===== config.mk =====
export PLATFORM = sky130hd
export DESIGN_NAME = uart_tx_arb
export DESIGN_NICKNAME = d
export VERILOG_FILES = /design/src/rtl/uart_tx_arb.sv
export SDC_FILE = /design/constraint.sdc
export NUM_CORES = 1
export LEC_CHECK = 0
export CAP_MARGIN = 40
export CORE_ASPECT_RATIO = 1.25
export CORE_MARGIN = 2
export CORE_UTILIZATION = 34
export CTS_CLUSTER_DIAMETER = 30
export DETAILED_ROUTE_END_ITERATION = 6
export PLACE_DENSITY = 0.78
export SKIP_LAST_GASP = 1
export SYNTH_ARGS = -nofsm -noshare
export SYNTH_HDL_FRONTEND = slang
export SYNTH_SLANG_ARGS = --single-unit

===== constraint.sdc =====
create_clock -name clk -period 1.7 [get_ports clk]
set_input_delay 0.34 -clock clk [delete_from_list [all_inputs] [get_ports clk]]
set_output_delay 0.34 -clock clk [all_outputs]
set_load 0.03 [all_outputs]

===== src/rtl/uart_tx_arb.sv =====
// Three-requester character arbiter feeding a UART TX FIFO: round-robin, one character per two cycles.
// Optional line locking (requester keeps the line until it sends 8'h0A or goes idle) under `UART_ARB_LOCK_EN.
module uart_tx_arb #(
  parameter logic [15:0] LOCK_TIMEOUT = 16'd50000
) (
  input  logic        clk,
  input  logic        rst,
  input  logic [2:0]  req_valid,
  input  logic [23:0] req_char,
  output logic [2:0]  req_ready,
  output logic [7:0]  uart_io_char,
  output logic        uart_io_we,
  input  logic        uart_io_full,
  output logic [1:0]  grant_id,
  output logic        busy
);

`ifdef UART_ARB_LOCK_EN
  typedef enum logic [1:0] {IDLE = 2'd0, GAP = 2'd1, LOCK = 2'd2} state_t;
`else
  typedef enum logic [1:0] {IDLE = 2'd0, GAP = 2'd1} state_t;
`endif

  state_t      state_reg;
  state_t      state_next;
  logic [1:0]  last_grant_reg;
  logic [7:0]  char_reg;
  logic [1:0]  grant_reg;
  logic        we_reg;

  logic [1:0]  rr_first;
  logic [2:0]  rr_ready;
  logic        accept;
  logic [1:0]  acc_id;
  logic [7:0]  acc_char;

`ifdef UART_ARB_LOCK_EN
  logic [15:0] lock_cnt_reg;
  logic        lock_expire;
  assign lock_expire = (lock_cnt_reg == LOCK_TIMEOUT - 16'd1);
`else
  logic        unused_timeout;
  assign unused_timeout = ^LOCK_TIMEOUT;
`endif

  // Round-robin search starts just after the last granted requester.
  assign rr_first = (last_grant_reg == 2'd2) ? 2'd0 : last_grant_reg + 2'd1;

  always_comb begin : rr_search
    logic [1:0] cand;
    logic       found;
    rr_ready = 3'b000;
    found    = 1'b0;
    cand     = rr_first;
    for (int k = 0; k < 3; k++) begin
      if (!found && req_valid[cand]) begin
        rr_ready[cand] = 1'b1;
        found          = 1'b1;
      end
      cand = (cand == 2'd2) ? 2'd0 : cand + 2'd1;
    end
  end

  always_comb begin
    req_ready = 3'b000;
    if (!rst && !uart_io_full) begin
      case (state_reg)
        IDLE: req_ready = rr_ready;
`ifdef UART_ARB_LOCK_EN
        // While locked, grant_reg still names the lock owner.
        LOCK: req_ready[grant_reg] = req_valid[grant_reg];
`endif
        default: req_ready = 3'b000;
      endcase
    end
  end

  assign accept = |req_ready;

  always_comb begin
    acc_id   = 2'd0;
    acc_char = req_char[7:0];
    if (req_ready[1]) begin
      acc_id   = 2'd1;
      acc_char = req_char[15:8];
    end else if (req_ready[2]) begin
      acc_id   = 2'd2;
      acc_char = req_char[23:16];
    end
  end

  always_comb begin
    state_next = state_reg;
    case (state_reg)
      IDLE: if (accept) state_next = GAP;
`ifdef UART_ARB_LOCK_EN
      GAP:  state_next = (char_reg != 8'h0A) ? LOCK : IDLE;
      LOCK: begin
        if (accept) state_next = GAP;
        else if (lock_expire) state_next = IDLE;
      end
`else
      GAP:  state_next = IDLE;
`endif
      default: state_next = IDLE;
    endcase
  end

  always_ff @(posedge clk) begin
    if (rst) begin
      state_reg      <= IDLE;
      last_grant_reg <= 2'd2;
      char_reg       <= 8'd0;
      grant_reg      <= 2'd0;
      we_reg         <= 1'b0;
    end else begin
      state_reg <= state_next;
      we_reg    <= accept;
      if (accept) begin
        last_grant_reg <= acc_id;
        char_reg       <= acc_char;
        grant_reg      <= acc_id;
      end
    end
  end

`ifdef UART_ARB_LOCK_EN
  always_ff @(posedge clk) begin
    if (rst) begin
      lock_cnt_reg <= 16'd0;
    end else if (accept) begin
      lock_cnt_reg <= 16'd0;
    end else if (state_reg == LOCK) begin
      lock_cnt_reg <= lock_cnt_reg + 16'd1;
    end
  end
`endif

  // A write still pending when reset arrives is suppressed, not delivered.
  assign uart_io_we   = we_reg & ~rst;
  assign uart_io_char = char_reg;
  assign grant_id     = grant_reg;
  assign busy         = (state_reg != IDLE);

endmodule


Word level (Yosys, flattened, before mapping) --
Cells that the tools add are included.
Operators by class: add/sub/neg operators 3, $lt $le $gt $ge 6, eq/ne operators 3, mux-type cells 26, bitwise gates (word level) 5, reductions and logical operators 13
Operators with widths (count):
- $mux W8 | 2
- $mux W3 | 5
- $mux W2 | 5
- $lt A2 B3 Y1 const B | 3
- $mux W1 | 8
- $add A2 B1 Y2 const B | 3
- $bmux W1 S2 | 3
- $demux W1 S2 | 3
- $eq A2 B2 Y1 const B | 3
- $ge A2 B1 Y1 const B | 3
- $logic_and A1 B1 Y1 | 6
- $or A3 B3 Y3 | 2
- $logic_not A1 Y1 | 4
- $reduce_or A3 Y1 | 1
- $logic_not A2 Y1 | 1
- $not A1 Y1 | 2
- $reduce_or A2 Y1 | 1
- $and A1 B1 Y1 | 1
Word-level totals: register bits after elaboration 14, input bits 30, output and inout port bits 15, word-level logic and storage cells 61

Longest topological paths before layout --
Gate-level depths: netlist (run 1).
depth after elaboration 16, gate-level depth with buffers 7, mapped depth without buffers 6

Worst setup path before layout (run 1) --
No wires, ideal clock.
path kind register -> output, from register state_reg[0], to output port req_ready[2], arrival 1185 ps, data required time 1360 ps, slack 175 ps, stages on the path, launching flop included 4, buffers on the path 0, cell sequence dfxtp_1 > nor3_4 > nand3_1 > inv_1
On the way: word-level cells in the longest chain between the ends 3
RTL lines:
- start: declaration | RTL line 24 | state_t state_reg;
- start signal: assignment | RTL line 117 | state_reg <= state_next;
- $logic_not A2 Y1 | RTL line 67 | case (state_reg)
- $mux W3 | RTL line 67
- $mux W3 | RTL line 66 | if (!rst && !uart_io_full) begin
- end: declaration | RTL line 10 | output logic [2:0] req_ready,
Every way passes these cells.

Final worst setup path (run 1) --
from register grant_reg[1], in the netlist grant_id[1], to output port grant_id[1]
RTL lines:
- start: declaration | RTL line 28 | logic [1:0] grant_reg;
- start signal: assignment | RTL line 122 | grant_reg <= acc_id;
- end: declaration | RTL line 14 | output logic [1:0] grant_id,
No word-level cell between the ends.

==> summary.md, run 1 <==
| Metric | Value |
|---|---|
| Switching pwr | `approximately 0.25 mW` |
| CTS tree | `yes` |
| Top delay family on crit path | `buffers and inverters` |
| Via count | `slightly below 800` |
| EDFF count, synth | `0` |
| Post-synth cell types | `23` |
| PortBufs | `44` |
| Largest net degree at the start of global routing | `9` |
| CP Cell Sequence | `clkdlybuf4s50_1` |
| Remaining antenna violation count | `0` |
| RD Place Congestion | `0.796` |
| Drt first-iter violations | `7` |
| Gr usage total | `0.220` |
| Layout net count | `164` |
| Residual DRC | `0` |
| Share of cells above drive strength 1 | `0.233` |
| Area fraction of the dominant cell type after synthesis | `0.403` |
| Synth Instances | `76` |
| Worst path bufs/invs | `1` |
| Worst-Margin Slew | `0.350 ns` |
| Internal power consumption | `0.551 mW` |
| Overall die width | `43.0 um` |
| Ys flop type | `dfxtp_1` |
| RSZ-0062 raised after global routing | `true` |
| Endpoint type of the worst setup path | `primary output` |
| Clock sinks | `13` |
| Power per cell area | `653 nW/um^2` |
| WP data required | `1.36 ns` |
| Worst endpoint data arrival time | `1.30 ns` |
| Delay of the slowest cell on the worst path | `approximately 0.67 ns` |
| Final-report setup violation count | `0` |
| Critical path class | `register to primary output` |
| Die area | `2270 sq um` |
| Fin. Hold Viols | `0` |
| Critical Path Start Type | `register` |
| # diodes | `0` |
| Row count | `17` |
| Synth Area per Inst | `8.49 sq um` |
| CP max FO | `2` |
| Leading area contributor after synthesis | `dfxtp_1` |
| Final Slew Violations | `0` |
| Finished Core Util | `0.683` |
| Ys Warns | `0` |
| Seq/Total Area, Yosys | `0.403` |
| CTS root buf | `clkbuf_4` |
| Period minus WS final | `1.64 ns` |
| #FFs+latches synth | `13` |
| Sequential share of power | `0.431` |
| Vias per cell | `5.21` |
| Slew HR | `0.766` |
| FMAX | `a little over 600 MHz` |
| TritonCTS Buffers | `3` |
| I/O pins | `45` |
| Worst Hold Class | `register to register` |
| Synth top area cells | `dfxtp_1, nand2_1, o21ai_1` |
| Post-Syn Nets | `106` |
| Fill count | `157` |
| Synth async-reset ratio | `0` |
| Fin Hold WS | `0.448 ns` |
| Clock Latency Late Sink | `0.28 ns` |
| Detailed Route WL | `2190 um` |
| Initial Util | `0.361` |
| Initial antenna violation count | `0` |
| Final period utilization | `0.965` |
| Synthesized cell area | `646 sq um` |
| Switching part of the total | `0.309` |
| DP HPWL | `1690 um` |
| Critical Path Slowest Stage Cell | `clkdlybuf4s50_1` |
| Grt ovf | `0` |
| H-tree levels | `1` |
| Worst clock skew | `0.0122 ns` |
| First-pass GRT wire length | `3640 um` |
| Clock group share of total power | `0.247` |
| Core Box Area | `roughly 1800 sq um` |
| Vias in the first global route | `around 830` |
| Max Cap Viol | `0` |
| Setup TNS | `0 ns` |
| Leading cell types by count after synthesis | `dfxtp_1, nand2_1, o21ai_1` |
| Clock slew at reported path FFs | `about 0.09 ns` |
| Die height | `approximately 53 um` |
| Syn-to-layout area delta | `89.1%` |
| Peak supply drop | `484 uV` |
| Longest Clk Path Bufs | `2` |
| Comb pwr share | `0.322` |
| Max reg flops | `8` |
| Leak | `0.547 nW` |
| Wire per inst | `14.4 um` |
| TritonRoute pass-1 iters | `4` |
| Outcome | `completed` |
kinds of logic after synthesis:
logic type / synth area share
simple gates: 0.192
buf+inv: 0.0775
compound gates: 0.328
flops: 0.403
power groups by stage:
stage | Clock, mW | Combinational [mW] | Sequential (mW)
finish | 0.197 | 0.257 | 0.344
global route | 0.223 | 0.273 | 0.347
CTS | 0.202 | 0.256 | 0.343
detailed placement | 0 | 0.254 | 0.349
global placement | 0 | 0.250 | 0.348
floorplan | 0 | 0.0741 | 0.384
repair_timing:
| action | in CTS | in global routing |
|---|---|---|
| hold endpoints to repair | 0 | 0 |
| resized for setup | 15 | 3 |
| endpoints found under the setup margin | 5 | 3 |
| hold buffers | 0 | 0 |
| buffers inserted | 1 | 0 |
| pin swaps | 4 | 1 |
cell type report:
type                       count  area [sq um]  area share
tap                           19          23.8      0.0195
sequential                    13           263       0.215
clock inverter                 1          5.00     0.00410
timing repair buffer          56           526       0.430
clock buffer                   3          22.5      0.0184
inverter                       5          23.8      0.0195
multi-input combinational     55           358       0.293
through the flow:
stage	power, mW	instances	setup WS [ns]	area, sq um
after floorplan	0.458	76	0.175	646
after global placement	0.598	147	-0.183	1160
after detailed placement	0.603	147	-0.192	1160
after CTS	0.801	152	0.0422	1210
after global routing	0.843	152	-0.00595	1220
final	0.798	152	0.0588	1220
layer usage:
metal | global-route usage | up-vias | routed length [um]
met4 | 0.116 | 0 | 12
met5 | 0 | - | 0
met3 | 0.0483 | 4 | 129
li1 | - | 387 | -
met2 | 0.419 | 33 | 1180
met1 | 0.218 | 368 | 868
final timing paths:
kind | startpoint | end | slack, ns | cells after the start
min reg2reg | uart_io_char[5] | uart_io_char[5] | 0.45 | 2
min | uart_io_char[5] | uart_io_char[5] | 0.45 | 2
max reg2reg | last_grant_reg[0] | uart_io_char[4] | 0.26 | 8
max | grant_id[1] | grant_id[1] | 0.06 | 1
layout by cell type (no fill, tap or decap), types with 3 or more instances in the layout:
master / Yosys / final
a22oi_1: 5 / 5
a2bb2oi_1: 5 / 5
buf_4: 2 / 13
buf_6: 1 / 3
clkbuf_4: 0 / 3
clkdlybuf4s50_1: 0 / 32
dfxtp_1: 13 / 11
dlygate4sd2_1: 0 / 7
inv_1: 4 / 3
nand2_1: 13 / 13
o21ai_0: 3 / 3
o21ai_1: 9 / 9
o22ai_1: 5 / 3
Note: power is estimated with default switching activity, not from simulation.
==> run 2, diff against run 1 <==
--- a/config.mk
+++ b/config.mk
@@ -9,7 +9,7 @@
 export CORE_ASPECT_RATIO = 1.25
 export CORE_MARGIN = 2
 export CORE_UTILIZATION = 34
-export CTS_CLUSTER_DIAMETER = 30
+export CTS_CLUSTER_DIAMETER = 100
 export DETAILED_ROUTE_END_ITERATION = 6
 export PLACE_DENSITY = 0.78
 export SKIP_LAST_GASP = 1
==> results of run 2 <==
Final layout, timing and power as in run 1 (identical DEF).
==> run 3, diff against run 2 <==
--- a/config.mk
+++ b/config.mk
@@ -5,7 +5,7 @@
 export SDC_FILE = /design/constraint.sdc
 export NUM_CORES = 1
 export LEC_CHECK = 0
-export CAP_MARGIN = 40
+export CAP_MARGIN = 20
 export CORE_ASPECT_RATIO = 1.25
 export CORE_MARGIN = 2
 export CORE_UTILIZATION = 34
==> constraint.sdc (replaced) <==
create_clock -name clk -period 1.7 [get_ports clk]
set_input_delay 0.34 -clock clk [delete_from_list [all_inputs] [get_ports clk]]
set_output_delay 0.34 -clock clk [all_outputs]
set_load 0.01 [all_outputs]
==> summary.md, run 3 (same netlist as run 1, synthesis figures left out) <==
| Metric | Value |
|---|---|
| # diodes | `0` |
| Worst-Margin Slew | `approximately 0.27 ns` |
| WP data required | `1.36 ns` |
| Worst endpoint data arrival time | `1.34 ns` |
| Largest net degree at the start of global routing | `9` |
| Vias in the first global route | `817` |
| Clock sinks | `13` |
| Placed cell areas | `approximately 1200 sq um` |
| Most common cell after layout, fill and taps aside | `clkdlybuf4s50_1` |
| Final worst slack | `0.0233 ns` |
| Design area | `roughly 1300 sq um` |
| Peak supply drop | `464 uV` |
| Hold Path Depth | `2` |
| Wire per inst | `13.8 um` |
| Post-CTS Hold Fix Bufs | `0` |
| Met2 Use GR | `0.381` |
| Worst hold start | `uart_io_char[5]` |
| Power per cell area | `between 600 and 700 nW/um^2` |
| Vias per cell | `5.04` |
| Syn-to-layout area delta | `96.7%` |
| Overall die width | `43.0 um` |
| Grt ovf | `0` |
| Clock Latency Late Sink | `0.27 ns` |
| Initial Util | `0.361` |
| First-pass GRT wire length | `around 3500 um` |
| Final-report setup violation count | `0` |
| Clock slew at reported path FFs | `0.08 ns` |
| Gr busiest metal | `met2` |
| Longest Clk Path Bufs | `2` |
| Remaining antenna violation count | `0` |
| Met3 usage | `0.0483` |
| Detailed Route WL | `about 2200 um` |
| FMAX | `596 MHz` |
| Drt first-iter violations | `4` |
| Die height | `52.7 um` |
| Row count | `17` |
| PortBufs | `between 40 and 50` |
| Final period utilization | `0.986` |
| Reg2reg setup slack | `0.24 ns` |
| Multi-input gate area | `360 sq um` |
| Layout net count | `171` |
| WHS Endpoint | `uart_io_char[5]` |
| CP max FO | `6` |
| Fill count | `150` |
| Outcome | `completed` |
| Core Box Area | `between 1500 and 2000 sq um` |
| Critical path class | `register to primary output` |
| TritonRoute pass-1 iters | `4` |
| Max reg flops | `8` |
| Most frequent cells in the layout | `clkdlybuf4s50_1, buf_4, nand2_1, dfxtp_1, o21ai_1` |
| Worst clock skew | `about 0.0033 ns` |
| Period minus WS final | `1.68 ns` |
| Finished Core Util | `0.711` |
| Residual DRC | `0` |
| Power consumption | `around 0.77 mW` |
| I/O pins | `45` |
| RR Endpoint | `uart_io_char[2]` |
| Setup TNS | `0 ns` |
| Final Slew Violations | `0` |
| Leak | `about 0.56 nW` |
| Gr usage total | `0.204` |
| DP HPWL | `1660 um` |
| CTS tree | `yes` |
| Via count | `about 800` |
| H-tree levels | `1` |
| Register Area | `260 sq um` |
| Slew HR | `0.822` |
| RR Startpoint | `state_reg[0]` |
| Die area | `2270 sq um` |
| Initial antenna violation count | `0` |
| Fin. Hold Viols | `0` |
| RD Place Congestion | `0.780` |
| CP startpoint | `last_grant_reg[1]` |
| Max Cap Viol | `0` |
| Pre-CTS WS | `-0.493 ns` |
| Share of cells above drive strength 1 | `0.236` |
| TritonCTS Buffers | `3` |
| Worst Hold Class | `register to register` |
| Met1 Use GR | `0.219` |
| Endpoint type of the worst setup path | `primary output` |
| Reg2Reg Depth | `6` |
| CTS root buf | `clkbuf_4` |
| Critical Path Start Type | `register` |
run 3: cell types whose count changed in the layout (fill, tap and decap cells not counted), sizes merged:
cell,previous run,this run
buf,16,21
clkbuf,3,5
clkdlybuf4s50,32,36
clkinv,2,1
dlygate4sd2,7,4
run 3: critical path: stages, from the launching register on:
cell and delay (ns):
dfxtp_1 0.46, nor2b_1 0.09, o22ai_1 0.17, nand3_1 0.13
inv_1 0.09, buf_2 0.13
run 3: metal layers:
| layer | wire length [um] | part of all wire |
|---|---|---|
| met1 | 880 | 0.40 |
| met2 | 1150 | 0.52 |
| met3 | 161 | 0.073 |
| met4 | 4 | 0.0018 |
| met5 | 0 | 0 |
run 3: power breakdown:
group	leakage [nW]	switching, mW	internal [mW]
clock	0.0150	0.102	0.0908
combinational	0.441	0.0901	0.149
sequential	0.107	0.0142	0.327
total	0.562	0.206	0.567
run 3: worst max-delay path by stage:
stage,to,cells past startpoint
floorplan,req_ready[1],4
global placement,req_ready[0],5
detailed placement,req_ready[0],5
CTS,req_ready[0],5
global route,req_ready[1],5
finish,req_ready[1],5
run 3: repair_timing:
item | 4_1_cts | 5_1_grt
resized for setup | 16 | 8
endpoints found under the hold margin | 0 | 0
setup endpoints to repair | 4 | 10
setup buffers | 3 | 0
pin swaps | 5 | 1
cloned | 0 | 0
run 3: per-stage QoR:
| stage | hold slack, ns | cells |
|---|---|---|
| floorplan | 0.437 | 76 |
| global placement | 0.432 | 152 |
| detailed placement | 0.437 | 152 |
| CTS | 0.449 | 159 |
| global route | 0.481 | 159 |
| finish | 0.445 | 159 |
run 3: final cells by class:
cell class | count | share of cell area
multi-input cells | 55 | 0.284
clock buffers | 4 | 0.0207
inverters | 5 | 0.0187
repair buffers | 63 | 0.453
well taps | 19 | 0.0187
flip-flops and latches | 13 | 0.205
